### src/rtl/pll_phase_ctrl_if.sv
// Request interface for pll_phase_ctrl.
//
// Carries the phase-step request handshake plus the completion and rejection
// pulses.
//   req_valid  requester -> controller  request valid
//   req_ready  controller -> requester  controller idle, request accepted this cycle if valid
//   req_sel    requester -> controller  PLL output select (0=CLKOP .. 3=CLKOS3)
//   req_dir    requester -> controller  step direction (1 = lag)
//   req_steps  requester -> controller  number of phase steps
//   req_load   requester -> controller  issue PHASELOADREG after the steps
//   step_done  controller -> requester  one-cycle pulse, request completed
//   req_err    controller -> requester  one-cycle pulse, request rejected
interface pll_phase_ctrl_if;
  logic       req_valid;
  logic       req_ready;
  logic [1:0] req_sel;
  logic       req_dir;
  logic [7:0] req_steps;
  logic       req_load;
  logic       step_done;
  logic       req_err;

  modport master (
    output req_valid, req_sel, req_dir, req_steps, req_load,
    input  req_ready, step_done, req_err
  );

  modport slave (
    input  req_valid, req_sel, req_dir, req_steps, req_load,
    output req_ready, step_done, req_err
  );
endinterface

### src/rtl/pll_phase_ctrl.sv
// ECP5 EHXPLLL lock supervisor and dynamic phase controller.
//
// Runs on the PLL reference clock. Qualifies the PLL LOCK output, releases the
// per-output resets in a staggered order once lock is stable, and turns
// phase-step requests into PHASESEL/PHASEDIR/PHASESTEP/PHASELOADREG activity.
//
// Ports:
//   clkin         PLL reference clock
//   resetn        asynchronous active-low reset
//   pll_lock      raw EHXPLLL LOCK (asynchronous)
//   req           request interface (slave side)
//   phasesel      to PHASESEL[1:0]
//   phasedir      to PHASEDIR
//   phasestep     to PHASESTEP (idle 1)
//   phaseloadreg  to PHASELOADREG (idle 1)
//   locked_stable lock has been held for LOCK_STABLE_CYC cycles
//   rst_out_n     per-output-domain active-low resets
//   relock_count  saturating count of lock-loss events
module pll_phase_ctrl #(
  parameter int NUM_OUT         = 4,
  parameter int LOCK_STABLE_CYC = 1024,
  parameter int RST_STAGGER_CYC = 8,
  parameter int STEP_PULSE_CYC  = 4,
  parameter int STEP_GAP_CYC    = 4
) (
  input  logic               clkin,
  input  logic               resetn,
  input  logic               pll_lock,
  pll_phase_ctrl_if.slave    req,
  output logic [1:0]         phasesel,
  output logic               phasedir,
  output logic               phasestep,
  output logic               phaseloadreg,
  output logic               locked_stable,
  output logic [NUM_OUT-1:0] rst_out_n,
  output logic [7:0]         relock_count
);

  // One counter serves both lock qualification and pulse/gap timing.
  localparam int CNT_MAX  = (LOCK_STABLE_CYC > STEP_PULSE_CYC) ?
                            ((LOCK_STABLE_CYC > STEP_GAP_CYC) ? LOCK_STABLE_CYC : STEP_GAP_CYC) :
                            ((STEP_PULSE_CYC > STEP_GAP_CYC) ? STEP_PULSE_CYC : STEP_GAP_CYC);
  localparam int CW       = $clog2(CNT_MAX + 1);
  localparam int STAG_MAX = (NUM_OUT - 1) * RST_STAGGER_CYC;
  localparam int SW       = (STAG_MAX < 1) ? 1 : $clog2(STAG_MAX + 1);

  typedef enum logic [2:0] {
    WAIT_LOCK, QUALIFY, READY, SETUP, STEP_LO, STEP_HI, LOAD_LO, LOAD_HI
  } state_t;

  state_t             state_q, state_d;
  logic               lock_meta_q, lock_s_q;
  logic [CW-1:0]      cnt_q, cnt_d;
  logic [7:0]         steps_q, steps_d;
  logic               load_q, load_d;
  logic [1:0]         phasesel_q, phasesel_d;
  logic               phasedir_q, phasedir_d;
  logic               phasestep_q, phasestep_d;
  logic               phaseloadreg_q, phaseloadreg_d;
  logic               locked_stable_q, locked_stable_d;
  logic [SW-1:0]      rel_cnt_q, rel_cnt_d;
  logic [NUM_OUT-1:0] rst_out_n_q, rst_out_n_d;
  logic               step_done_q, step_done_d;
  logic               req_err_q, req_err_d;
  logic [7:0]         relock_count_q, relock_count_d;
  logic               lock_s;
  logic               lock_held;

  assign lock_s = lock_s_q;
  // Lock is considered held in READY and every request-handling state.
  assign lock_held = (state_q != WAIT_LOCK) && (state_q != QUALIFY);

  always_comb begin
    state_d         = state_q;
    cnt_d           = cnt_q;
    steps_d         = steps_q;
    load_d          = load_q;
    phasesel_d      = phasesel_q;
    phasedir_d      = phasedir_q;
    locked_stable_d = locked_stable_q;
    step_done_d     = 1'b0;
    req_err_d       = 1'b0;
    relock_count_d  = relock_count_q;

    case (state_q)
      WAIT_LOCK: begin
        cnt_d = '0;
        if (lock_s) state_d = QUALIFY;
      end
      QUALIFY: begin
        if (!lock_s) begin
          state_d = WAIT_LOCK;
          cnt_d   = '0;
        end else if (cnt_q == CW'(LOCK_STABLE_CYC - 1)) begin
          state_d         = READY;
          cnt_d           = '0;
          locked_stable_d = 1'b1;
        end else begin
          cnt_d = cnt_q + CW'(1);
        end
      end
      READY: begin
        cnt_d = '0;
        if (req.req_valid) begin
          steps_d = req.req_steps;
          load_d  = req.req_load;
          if (int'(req.req_sel) >= NUM_OUT) begin
            req_err_d = 1'b1;
          end else begin
            state_d    = SETUP;
            phasesel_d = req.req_sel;
            phasedir_d = req.req_dir;
          end
        end
      end
      SETUP: begin
        cnt_d = '0;
        if (steps_q != 8'd0) begin
          state_d = STEP_LO;
        end else if (load_q) begin
          state_d = LOAD_LO;
        end else begin
          state_d     = READY;
          step_done_d = 1'b1;
        end
      end
      STEP_LO: begin
        if (cnt_q == CW'(STEP_PULSE_CYC - 1)) begin
          cnt_d   = '0;
          state_d = STEP_HI;
        end else begin
          cnt_d = cnt_q + CW'(1);
        end
      end
      STEP_HI: begin
        if (cnt_q == CW'(STEP_GAP_CYC - 1)) begin
          cnt_d   = '0;
          steps_d = steps_q - 8'd1;
          if (steps_q != 8'd1) begin
            state_d = STEP_LO;
          end else if (load_q) begin
            state_d = LOAD_LO;
          end else begin
            state_d     = READY;
            step_done_d = 1'b1;
          end
        end else begin
          cnt_d = cnt_q + CW'(1);
        end
      end
      LOAD_LO: begin
        if (cnt_q == CW'(STEP_PULSE_CYC - 1)) begin
          cnt_d   = '0;
          state_d = LOAD_HI;
        end else begin
          cnt_d = cnt_q + CW'(1);
        end
      end
      LOAD_HI: begin
        if (cnt_q == CW'(STEP_GAP_CYC - 1)) begin
          cnt_d       = '0;
          state_d     = READY;
          step_done_d = 1'b1;
        end else begin
          cnt_d = cnt_q + CW'(1);
        end
      end
      default: begin
        state_d = WAIT_LOCK;
        cnt_d   = '0;
      end
    endcase

    // Lock loss overrides whatever the request logic decided: any in-flight
    // request is dropped silently and the phase port returns to idle.
    if (lock_held && !lock_s) begin
      state_d         = WAIT_LOCK;
      cnt_d           = '0;
      steps_d         = 8'd0;
      load_d          = 1'b0;
      phasesel_d      = 2'd0;
      phasedir_d      = 1'b1;
      locked_stable_d = 1'b0;
      step_done_d     = 1'b0;
      req_err_d       = 1'b0;
      relock_count_d  = (relock_count_q == 8'hFF) ? relock_count_q : relock_count_q + 8'd1;
    end

    // Pulses are registered from the next state so they drop and recover on
    // the same edge as the state change, including a forced abort.
    phasestep_d    = (state_d != STEP_LO);
    phaseloadreg_d = (state_d != LOAD_LO);

    // Stagger timer: zero on the READY entry edge, then counts while the lock
    // stays qualified, independent of request handling.
    if (!locked_stable_d || !locked_stable_q) begin
      rel_cnt_d = '0;
    end else if (rel_cnt_q != SW'(STAG_MAX)) begin
      rel_cnt_d = rel_cnt_q + SW'(1);
    end else begin
      rel_cnt_d = rel_cnt_q;
    end
  end

  // Output i is released once the stagger timer reaches i*RST_STAGGER_CYC.
  for (genvar gi = 0; gi < NUM_OUT; gi++) begin : g_rel
    if (gi * RST_STAGGER_CYC == 0) begin : g_first
      assign rst_out_n_d[gi] = locked_stable_d;
    end else begin : g_later
      localparam logic [SW-1:0] REL_AT = SW'(gi * RST_STAGGER_CYC);
      assign rst_out_n_d[gi] = locked_stable_d && (rel_cnt_d >= REL_AT);
    end
  end

  always_ff @(posedge clkin or negedge resetn) begin
    if (!resetn) begin
      lock_meta_q     <= 1'b0;
      lock_s_q        <= 1'b0;
      state_q         <= WAIT_LOCK;
      cnt_q           <= '0;
      steps_q         <= 8'd0;
      load_q          <= 1'b0;
      phasesel_q      <= 2'd0;
      phasedir_q      <= 1'b1;
      phasestep_q     <= 1'b1;
      phaseloadreg_q  <= 1'b1;
      locked_stable_q <= 1'b0;
      rel_cnt_q       <= '0;
      rst_out_n_q     <= '0;
      step_done_q     <= 1'b0;
      req_err_q       <= 1'b0;
      relock_count_q  <= 8'd0;
    end else begin
      lock_meta_q     <= pll_lock;
      lock_s_q        <= lock_meta_q;
      state_q         <= state_d;
      cnt_q           <= cnt_d;
      steps_q         <= steps_d;
      load_q          <= load_d;
      phasesel_q      <= phasesel_d;
      phasedir_q      <= phasedir_d;
      phasestep_q     <= phasestep_d;
      phaseloadreg_q  <= phaseloadreg_d;
      locked_stable_q <= locked_stable_d;
      rel_cnt_q       <= rel_cnt_d;
      rst_out_n_q     <= rst_out_n_d;
      step_done_q     <= step_done_d;
      req_err_q       <= req_err_d;
      relock_count_q  <= relock_count_d;
    end
  end

  assign req.req_ready  = (state_q == READY);
  assign req.step_done  = step_done_q;
  assign req.req_err    = req_err_q;
  assign phasesel       = phasesel_q;
  assign phasedir       = phasedir_q;
  assign phasestep      = phasestep_q;
  assign phaseloadreg   = phaseloadreg_q;
  assign locked_stable  = locked_stable_q;
  assign rst_out_n      = rst_out_n_q;
  assign relock_count   = relock_count_q;

endmodule

### src/flat_wrapper.sv
// flat-port wrapper written by rule: the top's interface ports become plain ports
module pll_phase_ctrl_flat 
#(
  parameter int NUM_OUT         = 4,
  parameter int LOCK_STABLE_CYC = 1024,
  parameter int RST_STAGGER_CYC = 8,
  parameter int STEP_PULSE_CYC  = 4,
  parameter int STEP_GAP_CYC    = 4
)
  (clkin, resetn, pll_lock, phasesel, phasedir, phasestep, phaseloadreg, locked_stable, rst_out_n, relock_count, req_req_valid, req_req_sel, req_req_dir, req_req_steps, req_req_load, req_req_ready, req_step_done, req_req_err);
  pll_phase_ctrl_if req_i ();
  input  logic clkin;
  input  logic resetn;
  input  logic pll_lock;
  output logic [1:0] phasesel;
  output logic phasedir;
  output logic phasestep;
  output logic phaseloadreg;
  output logic locked_stable;
  output logic [NUM_OUT-1:0] rst_out_n;
  output logic [7:0] relock_count;
  input wire logic [$bits(req_i.req_valid)-1:0] req_req_valid;
  input wire logic [$bits(req_i.req_sel)-1:0] req_req_sel;
  input wire logic [$bits(req_i.req_dir)-1:0] req_req_dir;
  input wire logic [$bits(req_i.req_steps)-1:0] req_req_steps;
  input wire logic [$bits(req_i.req_load)-1:0] req_req_load;
  output wire logic [$bits(req_i.req_ready)-1:0] req_req_ready;
  output wire logic [$bits(req_i.step_done)-1:0] req_step_done;
  output wire logic [$bits(req_i.req_err)-1:0] req_req_err;
  assign req_i.req_valid = req_req_valid;
  assign req_i.req_sel = req_req_sel;
  assign req_i.req_dir = req_req_dir;
  assign req_i.req_steps = req_req_steps;
  assign req_i.req_load = req_req_load;
  assign req_req_ready = req_i.req_ready;
  assign req_step_done = req_i.step_done;
  assign req_req_err = req_i.req_err;
  pll_phase_ctrl #(.NUM_OUT(NUM_OUT), .LOCK_STABLE_CYC(LOCK_STABLE_CYC), .RST_STAGGER_CYC(RST_STAGGER_CYC), .STEP_PULSE_CYC(STEP_PULSE_CYC), .STEP_GAP_CYC(STEP_GAP_CYC)) u_core (.clkin(clkin), .resetn(resetn), .pll_lock(pll_lock), .req(req_i), .phasesel(phasesel), .phasedir(phasedir), .phasestep(phasestep), .phaseloadreg(phaseloadreg), .locked_stable(locked_stable), .rst_out_n(rst_out_n), .relock_count(relock_count));
endmodule
### config.mk
export PLATFORM = sky130hd
export DESIGN_NAME = pll_phase_ctrl_flat
export DESIGN_NICKNAME = d
export VERILOG_FILES = /design/src/rtl/pll_phase_ctrl_if.sv /design/src/rtl/pll_phase_ctrl.sv /design/src/flat_wrapper.sv
export SDC_FILE = /design/constraint.sdc
export NUM_CORES = 1
export LEC_CHECK = 0
export BUFFER_PORTS_ARGS = -buffer_cell sky130_fd_sc_hd__buf_2
export CORE_MARGIN = 2
export CORE_UTILIZATION = 37
export CTS_BUF_LIST = sky130_fd_sc_hd__clkbuf_16
export CTS_CLUSTER_DIAMETER = 120
export CTS_CLUSTER_SIZE = 24
export DETAILED_ROUTE_END_ITERATION = 10
export PLACE_DENSITY = 0.62
export RECOVER_POWER = 50
export SETUP_SLACK_MARGIN = 0.1
export SLEW_MARGIN = 20
export SYNTH_ARGS = -nofsm -noshare
export SYNTH_HDL_FRONTEND = slang
export SYNTH_SLANG_ARGS = --single-unit
### constraint.sdc
create_clock -name clkin -period 2.65 [get_ports clkin]
set_input_delay 0.53 -clock clkin [delete_from_list [all_inputs] [get_ports clkin]]
set_output_delay 0.53 -clock clkin [all_outputs]
set_load 0.02 [all_outputs]
==> flow_summary.toml <==
[timing]
worst_slack_ns = 0.644
skew_ns = 0.00703
slew_headroom = 0.430
finalSetupViolations = 0
rsz0062_at_grt = "no"
finalCritPeriodShare = 0.757
maxSlewViolCount = 0
min_period_ns = 2.01
tightest_slew_ns = 0.855
finalHoldViolations = 0
max_freq_mhz = 499
fin_tns_setup_ns = 0

[drt]
drc = 4
viasPerCell = 5.24
wire_per_inst_um = 13.7
drt_first_pass_iters = 9
routed_wl_um = 4940
vias = 1887
first_iter_violations = 57
antenna_left = 0

[synthesis]
yosysWarnings = 0
yosys.area_share.xor_xnor = 0.0602
synth_top_area_share = 0.455
synth.top_cells.by_area = "dfrtp_1, nor2_1, ha_1, dfstp_2, xor2_1"
ys.flop_type = "dfrtp_1"
synth_top_family_by_area = "simple AND/OR/NAND/NOR gates"
syn-num-nets = 269
synth_area_per_cell_um2 = 10.1
yosysUniqueCellTypes = 46
ys_ff_latch = 48
postSynth.asyncResetShare = 1.00
ys_top_cells_by_count = "dfrtp_1, nor2_1, nand2_1, nand3_1, nor3_1"
synth_seq_area_share = 0.487
synth_mux_area_frac = 0.0253
synth_edf_count = 0
yosysMostFrequentCell = "dfrtp_1"
netlist_area_um2 = 2470
syn_inst = 246
yosys.area.top_type = "dfrtp_1"
synthSimpleGateAreaFrac = 0.235
synthAdderAreaFrac = 0.0354
synth-compound-area-share = 0.122

[grt]
grt.total_usage = 0.145
grt_pass1_vias = 1844
grt_first_pass_wirelength_um = 8710
grt_max_degree = 39
antenna_found_initial = 0
grt-ovfl-total = 0

[floorplan]
core_um2 = 6420
ios = 37
start_util = 0.385
die_area_um2 = 7350
die_w_um = 85.7
die_h_um = 85.7
fp-row-count = 29

[finish]
num_antenna_cells = 0
multi_input_area_um2 = 1180
fillers = 606
seq_area_um2 = 1200
num-nets-final = 305
area_delta_synth_final_pct = 15.9
drive_gt1_frac = 0.198

[worst_setup_path]
max_stage_delay_ns = 0.58
cp-end-kind = "output port"
worst-path-max-fanout = 11
worstPathRequired_ns = 2.12
slowest_stage = "dfrtp_1"
critPathTopFamily = "flip-flops"
crit_type = "reg -> out"
path_buf_inv = 2
cp_cell_sequence = "inv_1 > nor3_1 > buf_2"
critPathArrivalTime_ns = 1.48
start_kind = "register"

[clocking]
postCtsSetupRepairBufs = 0
hold_buffers = 0
htree_levels = 2
cts_tree = "built"
ctsResizeCount = 0
clockRootBuffer = "clkbuf_16"
clk_pin_slew_worst_paths_ns = 0.06
cts-buffers-inserted = 5
clockBufferDepth = 2
clkSinkCount = 48
insertion_delay_ns = 0.28

[placement]
port_buffers = 35
dp.final_hpwl_um = 3580
place_congestion = 0.825
place_ws_ns = 0.731

[run_status]
violations = "DRC"
status = "complete, but fails checks"

[pwr]
pwr_density_cell_nw_per_um2 = 520
vdd_drop_max_mv = 0.294
p_leak_nw = 1.27

[min_path]
min-delay-path-class = "in -> async"

[run]
maxCapViolCount = 0
## layout by cell type, fill, tap and decap left out, drive strengths merged, types with 6 or more instances in the layout
| cell | n |
|---|---|
| o21ai | 12 |
| nand2 | 15 |
| nand3 | 15 |
| o2bb2ai | 6 |
| buf | 29 |
| nand4 | 6 |
| nor3 | 12 |
| xor2 | 9 |
| a21oi | 11 |
| nor2 | 36 |
| nor4 | 7 |
| ha | 7 |
| dfrtp | 45 |
| inv | 11 |
| clkbuf | 13 |
| xnor2 | 8 |
## layout make-up
cell class | count | share of cell area
clock buffers | 5 | 0.0437
repair buffers | 37 | 0.0620
multi-input cells | 180 | 0.414
well taps | 77 | 0.0336
flip-flops and latches | 48 | 0.421
inverters | 10 | 0.0131
clock inverters | 3 | 0.0135
## worst register-to-register path, cell delays in order, from the launching register on
cell	delay, ns
dfrtp_1	0.39
ha_1	0.23
nor4b_2	0.38
nand3_2	0.22
o21ai_4	0.34
a21oi_1	0.10
o21bai_1	0.16
## power breakdown
group | internal (W) | switching [W]
Combinational | 0.0000167 | 0.0000295
Clock | 0.000440 | 0.000261
Sequential | 0.000737 | 0.00000566
Total | 0.00119 | 0.000296
## metal layers
metal | part of all wire | global-route usage
met1 | 0.49 | 0.209
met4 | 0.015 | 0.0418
met3 | 0.042 | 0.0327
met5 | 0 | 0
met2 | 0.45 | 0.221
## logic make-up after synthesis
kind of cell               count (synthesis)
and+or+nand+nor                          108
adders and majority gates                  7
other                                      1
xor gates and xnor gates                  17
buffers and inverters                     18
AOI/OAI and AO/OA                         41
DFF                                       48
muxes                                      6
## path summary, 6_finish.rpt
kind                                    start                endpoint  slack, ns  depth (start not counted)
max                         u_core.state_q[1]           req_req_ready       0.64                          3
min                                    resetn  u_core.relock_count[5]       0.35                          1
max reg2reg                   u_core.cnt_q[0]       u_core.steps_q[0]       0.72                          6
min reg2reg                u_core.lock_meta_q           u_core.lock_s       0.36                          0
max in group asynchronous              resetn    u_core.req.step_done       1.31                          2
min in group clkin                   pll_lock      u_core.lock_meta_q       0.36                          1
## flip-flops by register name, indices dropped and copies added, names as in the netlist
register,flops
u_core.cnt_q,11
u_core.load_q,1
u_core.lock_meta_q,1
u_core.lock_s,1
u_core.phasedir,1
u_core.phaseloadreg,1
u_core.phasesel,2
u_core.phasestep,1
u_core.rel_cnt_q,5
u_core.relock_count,8
u_core.req.step_done,1
u_core.rst_out_n,4
u_core.state_q,3
u_core.steps_q,8
## through the flow
stage	cell area [um^2]	total power, W	hold slack (ns)	utilization	instances
5_1_grt	2870	0.00155	0.347	0.446	360
3_5_place_dp	2710	0.000804	0.350	0.423	352
3_3_place_gp	2710	0.000804	0.341	0.423	352
4_1_cts	2880	0.00151	0.348	0.448	360
6_report	2870	0.00149	0.355	0.446	360
2_1_floorplan	2470	0.000775	0.234	-	246
Power figures use the tool's default switching activity.
